File: src/rtl/display_scan_if.sv
// Digit-write / commit handshake bundle for display_scan_controller.
//
// Signals:
//   wr_valid    - digit write request                   (master -> slave)
//   wr_ready    - write accepted when wr_valid&&wr_ready (slave -> master)
//   wr_addr     - digit index, 0 = rightmost (an[0])     (master -> slave)
//   wr_data     - BCD/code value, 4'hF = blank code      (master -> slave)
//   wr_commit   - copy shadow to live at next frame      (master -> slave)
//   commit_done - one-cycle pulse when the copy happens  (slave -> master)
interface display_scan_if;
  logic       wr_valid;
  logic       wr_ready;
  logic [2:0] wr_addr;
  logic [3:0] wr_data;
  logic       wr_commit;
  logic       commit_done;

  modport master (
    output wr_valid, wr_addr, wr_data, wr_commit,
    input  wr_ready, commit_done
  );

  modport slave (
    input  wr_valid, wr_addr, wr_data, wr_commit,
    output wr_ready, commit_done
  );
endinterface

File: src/rtl/display_scan_controller.sv
// Time-multiplexed scan controller for an 8-digit seven-segment display.
// Holds a shadow digit bank (written through the handshake bus) and a live
// bank (what is displayed). The shadow bank is copied to the live bank only at
// a frame boundary so a frame never shows a mix of old and new digits.
// Each digit slot is DIVISOR cycles: BLANK_CYCLES with all anodes off, then
// the rest with the selected anode on.
//
// Ports:
//   clk         - system clock
//   rst         - synchronous reset, active-high
//   bus         - display_scan_if.slave (wr_valid/wr_ready/wr_addr/wr_data,
//                 wr_commit, commit_done)
//   digit_en    - per-digit enable, 0 keeps that anode off in its slot
//   brightness  - 4-bit duty setting (only with BRIGHTNESS_PWM_EN)
//   frame_start - one-cycle pulse on the first cycle of digit 0's slot
//   bcd_out     - code of the currently lit digit, 4'hF while blanked
//   an          - active-low anodes, at most one bit low
//
// Optional feature: define BRIGHTNESS_PWM_EN to add the brightness input and
// 16-step PWM dimming of the lit anode during the ON phase.
module display_scan_controller #(
  parameter int DIVISOR      = 50000,
  parameter int BLANK_CYCLES = 500,
  parameter int NUM_DIGITS   = 8
) (
  input  logic          clk,
  input  logic          rst,
  display_scan_if.slave bus,
  input  logic [7:0]    digit_en,
`ifdef BRIGHTNESS_PWM_EN
  input  logic [3:0]    brightness,
`endif
  output logic          frame_start,
  output logic [3:0]    bcd_out,
  output logic [7:0]    an
);

  localparam int              CNT_W      = $clog2(DIVISOR);
  localparam logic [CNT_W-1:0] LAST_CNT  = CNT_W'(DIVISOR - 1);
  localparam logic [CNT_W-1:0] BLANK_LAST = CNT_W'(BLANK_CYCLES - 1);
  localparam logic [2:0]      LAST_IDX   = 3'(NUM_DIGITS - 1);
  localparam logic [3:0]      NUM_D      = 4'(NUM_DIGITS);

  typedef enum logic {ST_BLANK = 1'b0, ST_ON = 1'b1} state_t;

  state_t           state, state_nxt;
  logic [2:0]       idx, idx_nxt;
  logic [CNT_W-1:0] cnt, cnt_nxt;
  // Cleared by reset; the first running edge starts a fresh frame.
  logic             run;
  logic             boundary;

  logic             commit_pending;
  logic             commit_done_q;
  logic [3:0]       shadow [8];
  logic [3:0]       live   [8];

  logic [7:0]       an_nxt;
  logic [3:0]       bcd_nxt;
  logic             frame_start_nxt;
  logic             commit_done_nxt;
  logic             lit_ok;

  assign bus.wr_ready    = ~commit_pending;
  assign bus.commit_done = commit_done_q;

  // Next-state logic: cnt runs over the whole slot, the phase is derived
  // from where it sits relative to BLANK_CYCLES.
  always_comb begin
    state_nxt = state;
    idx_nxt   = idx;
    cnt_nxt   = (cnt == LAST_CNT) ? '0 : cnt + CNT_W'(1);
    boundary  = 1'b0;
    if (!run) begin
      state_nxt = ST_BLANK;
      idx_nxt   = '0;
      cnt_nxt   = '0;
      boundary  = 1'b1;
    end else begin
      case (state)
        ST_BLANK: begin
          if (cnt == BLANK_LAST) state_nxt = ST_ON;
        end
        ST_ON: begin
          if (cnt == LAST_CNT) begin
            state_nxt = ST_BLANK;
            idx_nxt   = (idx == LAST_IDX) ? 3'd0 : idx + 3'd1;
            boundary  = (idx == LAST_IDX);
          end
        end
        default: state_nxt = ST_BLANK;
      endcase
    end
  end

`ifdef BRIGHTNESS_PWM_EN
  logic [3:0] pwm_cnt, pwm_nxt;
  logic [3:0] bright, bright_nxt;

  // Brightness is captured on ON entry so a mid-slot change cannot glitch.
  always_comb begin
    pwm_nxt    = pwm_cnt;
    bright_nxt = bright;
    if (state_nxt == ST_ON) begin
      if (state != ST_ON) begin
        pwm_nxt    = '0;
        bright_nxt = brightness;
      end else begin
        pwm_nxt = pwm_cnt + 4'd1;
      end
    end
  end

  assign lit_ok = (pwm_nxt < bright_nxt);

  always_ff @(posedge clk) begin
    if (rst) begin
      pwm_cnt <= '0;
      bright  <= '0;
    end else begin
      pwm_cnt <= pwm_nxt;
      bright  <= bright_nxt;
    end
  end
`else
  assign lit_ok = 1'b1;
`endif

  // Output logic: outputs are registered from the next state so they move on
  // the same edge as the state itself.
  always_comb begin
    an_nxt  = 8'hFF;
    bcd_nxt = 4'hF;
    if (state_nxt == ST_ON) begin
      bcd_nxt = live[idx_nxt];
      if (digit_en[idx_nxt] && lit_ok) an_nxt[idx_nxt] = 1'b0;
    end
    frame_start_nxt = boundary;
    commit_done_nxt = boundary && commit_pending;
  end

  // State register
  always_ff @(posedge clk) begin
    if (rst) begin
      state         <= ST_BLANK;
      idx           <= '0;
      cnt           <= '0;
      run           <= 1'b0;
      an            <= 8'hFF;
      bcd_out       <= 4'hF;
      frame_start   <= 1'b0;
      commit_done_q <= 1'b0;
    end else begin
      state         <= state_nxt;
      idx           <= idx_nxt;
      cnt           <= cnt_nxt;
      run           <= 1'b1;
      an            <= an_nxt;
      bcd_out       <= bcd_nxt;
      frame_start   <= frame_start_nxt;
      commit_done_q <= commit_done_nxt;
    end
  end

  // Digit banks and commit tracking. A write can only land while nothing is
  // pending, so the shadow copied at the boundary is always stable.
  always_ff @(posedge clk) begin
    if (rst) begin
      commit_pending <= 1'b0;
      for (int i = 0; i < 8; i++) begin
        shadow[i] <= 4'hF;
        live[i]   <= 4'hF;
      end
    end else begin
      if (boundary && commit_pending) begin
        live           <= shadow;
        commit_pending <= 1'b0;
      end else if (bus.wr_commit && !commit_pending) begin
        commit_pending <= 1'b1;
      end
      if (bus.wr_valid && !commit_pending && ({1'b0, bus.wr_addr} < NUM_D))
        shadow[bus.wr_addr] <= bus.wr_data;
    end
  end

endmodule

File: src/flat_wrapper.sv
// flat-port wrapper written by rule: the top's interface ports become plain ports
module display_scan_controller_flat 
#(
  parameter int DIVISOR      = 50000,
  parameter int BLANK_CYCLES = 500,
  parameter int NUM_DIGITS   = 8
)
  (clk, rst, digit_en, frame_start, bcd_out, an, bus_wr_valid, bus_wr_addr, bus_wr_data, bus_wr_commit, bus_wr_ready, bus_commit_done);
  display_scan_if bus_i ();
  input  logic clk;
  input  logic rst;
  input  logic [7:0] digit_en;
  output logic frame_start;
  output logic [3:0] bcd_out;
  output logic [7:0] an;
  input wire logic [$bits(bus_i.wr_valid)-1:0] bus_wr_valid;
  input wire logic [$bits(bus_i.wr_addr)-1:0] bus_wr_addr;
  input wire logic [$bits(bus_i.wr_data)-1:0] bus_wr_data;
  input wire logic [$bits(bus_i.wr_commit)-1:0] bus_wr_commit;
  output wire logic [$bits(bus_i.wr_ready)-1:0] bus_wr_ready;
  output wire logic [$bits(bus_i.commit_done)-1:0] bus_commit_done;
  assign bus_i.wr_valid = bus_wr_valid;
  assign bus_i.wr_addr = bus_wr_addr;
  assign bus_i.wr_data = bus_wr_data;
  assign bus_i.wr_commit = bus_wr_commit;
  assign bus_wr_ready = bus_i.wr_ready;
  assign bus_commit_done = bus_i.commit_done;
  display_scan_controller #(.DIVISOR(DIVISOR), .BLANK_CYCLES(BLANK_CYCLES), .NUM_DIGITS(NUM_DIGITS)) u_core (.clk(clk), .rst(rst), .bus(bus_i), .digit_en(digit_en), .frame_start(frame_start), .bcd_out(bcd_out), .an(an));
endmodule
File: config.mk
export PLATFORM = sky130hd
export DESIGN_NAME = display_scan_controller_flat
export DESIGN_NICKNAME = d
export VERILOG_FILES = /design/src/rtl/display_scan_if.sv /design/src/rtl/display_scan_controller.sv /design/src/flat_wrapper.sv
export SDC_FILE = /design/constraint.sdc
export NUM_CORES = 1
export LEC_CHECK = 0
export CAP_MARGIN = 10
export CORE_AREA = 5 5 123 125
export DETAILED_ROUTE_END_ITERATION = 6
export DIE_AREA = 0 0 128 130
export MAX_ROUTING_LAYER = met4
export SYNTH_ARGS = -nofsm -noshare
export SYNTH_HDL_FRONTEND = slang
export SYNTH_SLANG_ARGS = --single-unit
File: constraint.sdc
create_clock -name clk -period 3.19 [get_ports clk]
set_input_delay 0.957 -clock clk [delete_from_list [all_inputs] [get_ports clk]]
set_output_delay 0.957 -clock clk [all_outputs]
set_load 0.1 [all_outputs]
==> flow_summary.toml <==
[synthesis]
avgSynthCellArea_um2 = 9.75
synth_edf_count = 0
syn_nets = 439
synth_cell_types = 49
synthFlopType = "dfxtp_1"
synth-seq-cells = 100
synth.largest_area_cell = "dfxtp_1"
syn_area_mm2 = 0.00407
syn-instance-count = 417
ys_seq_area_share_pct = 49.2
async_flop_share_pct = 0
yosys.area.top_type_share_pct = 49.2
yosysWarningCount = 0
synth.area.top_cells = "dfxtp_1 (49%), mux2i_1 (11%), o22a_1 (6.9%), nand2_1 (6.0%), nor2_1 (2.9%)"

[power_and_ir_drop]
p_int_mw = 1.85
swShare_pct = 24.5
p_seq_share_pct = 51.8
p_leak_nw = 1.84
p_comb_share_pct = 4.9
peakVddDrop_mv = 0.264
powerDensity_mw_per_mm2 = 513
power.share.clock_pct = 43.3
p_switching_mw = 0.602

[min_path]
hold_path_class = "reg -> reg"
holdCritStartpoint = "u_core.cnt[0]"

[clock_tree]
htreeDepth = 3
hold_buffers = 0
cts_resized = 0
clock-sinks = 100
cts_tree = "yes"
clkLatencyLatePin_ns = 0.36
clkTransAtPathRegs_ns = 0.07
clock_path_buffers = 2
numCtsBuffers = 9
postCtsSetupBuffers = 0
cts-root-buf = "clkbuf_16"

[place]
io_buffers = 33
place.detailed.hpwl_mm = 6.89
gp_congestion = 0.796
dp_cells = 610

[routing]
route.antenna.remaining_nets = 0
wl_mm = 9.62
vias = 3091
dr.pass1.iters = 4
drc_errors = 0
drtIter0Drc = 206
wire_per_inst_um = 15.4
viasPerCell = 4.94

[setup_path]
crit_family = "compound AO/OA/AOI/OAI gates"
worstSetupStartpointType = "flop"
reg2reg_from = "u_core.idx[0]"
path_buf_inv = 0
slowest_stage = "nor2b_1"
cp_cell_sequence = "ha_1 -> ha_1 -> nor2b_1 -> o21ai_0 -> mux2_2 -> a221o_1 -> a221o_1"
end_kind = "flop"
crit_fanout = 12
crit_path_start = "u_core.idx[0]"
max_stage_delay_ns = 0.47
crit_arrival_ns = 2.96
path_class = "reg -> reg"
critPathRequiredTime_ns = 3.43

[run]
max_cap_violations = 0

[timing]
max_slew_margin_pct = 30.4
rsz0062_at_grt = "no"
drv_slew = 0
hold_viol = 0
skew_ns = 0.0107
setup-tns-final_ns = 0
worst_pin_slew_ns = 1.03
max_freq_ghz = 0.368
holdWs_ns = 0.467
fin_crit_sh_pct = 85.3
setup_viol = 0
period_minus_slack_ns = 2.72

[die]
rows = 43
pin_count = 34
die_w_um = 128
start_util_pct = 29.5
die_h_um = 130
core_mm2 = 0.0138
dieArea_mm2 = 0.0166

[global_route]
grt_antenna_before_repair = 0
use_met3_pct = 3.97
grt_pass1_wl_mm = 15.8
grt_max_degree = 34
globalRoute.busiestLayer = "met2"
grt-ovfl-total = 0
grt_pass1_vias = 3012
grt_use_met2_pct = 18.6
met1_usage_pct = 16.2
track_usage_pct = 12.5

[layout]
multi_input_area_mm2 = 0.00190
antennaDiodeCount = 0
final_nets = 463
area_delta_synth_final_pct = 17.8
stdcell_count = 626
fillers = 1443
fin_util_pct = 34.8
final_cell_mix = "dfxtp_1 (100), nand2_1 (65), mux2i_1 (44)"
final_common_cell = "dfxtp_1"
seq_area_mm2 = 0.00200
final_layout_size_suffix_gt1_share_pct = 10.8

[run_status]
status = "finished, final reports clean"
[per-layer routing]
metal | up-vias | share of wire (%)
met5 | - | 0
met4 | 0 | 1.5
met3 | 14 | 4.5
met2 | 47 | 43
met1 | 1492 | 51
li1 | 1538 | -
[worst reg2reg max path: cells and delay by family (launching register included)]
kind,cells,cell delay [ns]
DFF,1,0.44
and+or+nand+nor,1,0.47
AOI/OAI and AO/OA,3,0.83
muxes,1,0.36
adders and majority gates,2,0.52
[cell usage after synthesis, types with 2 or more instances]
library cell / number
nand3_1: 8
buf_4: 2
nor3_1: 6
o21ai_0: 7
a22oi_1: 2
a21boi_0: 3
xor2_1: 9
mux2i_1: 44
dfxtp_1: 100
mux2_2: 4
clkbuf_1: 16
nor4bb_1: 2
or3_1: 2
nor4b_1: 3
xnor2_1: 3
and4_1: 4
a221o_1: 4
and2_1: 2
nand2b_1: 3
nand4_1: 11
inv_1: 6
o22a_1: 32
buf_2: 7
ha_1: 3
and3_1: 5
nand3b_1: 2
nand2_1: 65
nor2_1: 31
a21oi_1: 11
[logic make-up (layout without fill, tap and decap cells)]
kind of cell    after synthesis  in the layout  synth area share (%)
mux                          49             49                  12.3
flops                       100            100                  49.2
compound gates               68             68                  12.9
xor+xnor                     12             12                  2.58
fa+ha+maj                     3              3                 0.923
simple gates                151            151                  18.1
buf+inv                      34             63                  3.94
[stage by stage]
step,worst slack [ns],instance area [um^2],power (mW)
global placement,0.472,4500,1.42
CTS,0.518,4790,2.48
global route,0.311,4790,2.55
floorplan,0.913,4070,1.37
detailed placement,0.424,4500,1.42
finish,0.470,4790,2.46
[registers in the layout (all words and copies together) (netlist names)]
register and flops:
u_core.an 8, u_core.bcd_out 4, u_core.bus.commit_done 1, u_core.cnt 16, u_core.commit_pending 1, u_core.frame_start 1, u_core.idx 3, u_core.live 32
u_core.run 1, u_core.shadow 32, u_core.state 1
[power groups by stage]
stage,sequential [mW],clock (mW),combinational [mW]
after detailed placement,1.30,0,0.120
after floorplan,1.30,0,0.0672
final,1.27,1.06,0.120
after CTS,1.27,1.09,0.121
after global placement,1.30,0,0.118
after global routing,1.27,1.15,0.128
[final timing paths]
path                            slack (ns)  cells past startpoint                end
worst max-delay path                  0.47                      7  u_core.bcd_out[1]
worst min-delay path                  0.47                      1      u_core.cnt[0]
worst max register to register        0.47                      7  u_core.bcd_out[1]
worst min register to register        0.47                      1      u_core.cnt[0]
[final cells by class]
| cell class | count | share of cell area, % |
|---|---|---|
| clock buffer | 9 | 4.70 |
| clock inverter | 7 | 1.33 |
| inverter | 7 | 0.548 |
| multi-input combinational | 283 | 39.7 |
| sequential | 100 | 41.8 |
| tap | 180 | 4.70 |
| timing repair buffer | 40 | 7.21 |
Power figures use the tool's default switching activity.
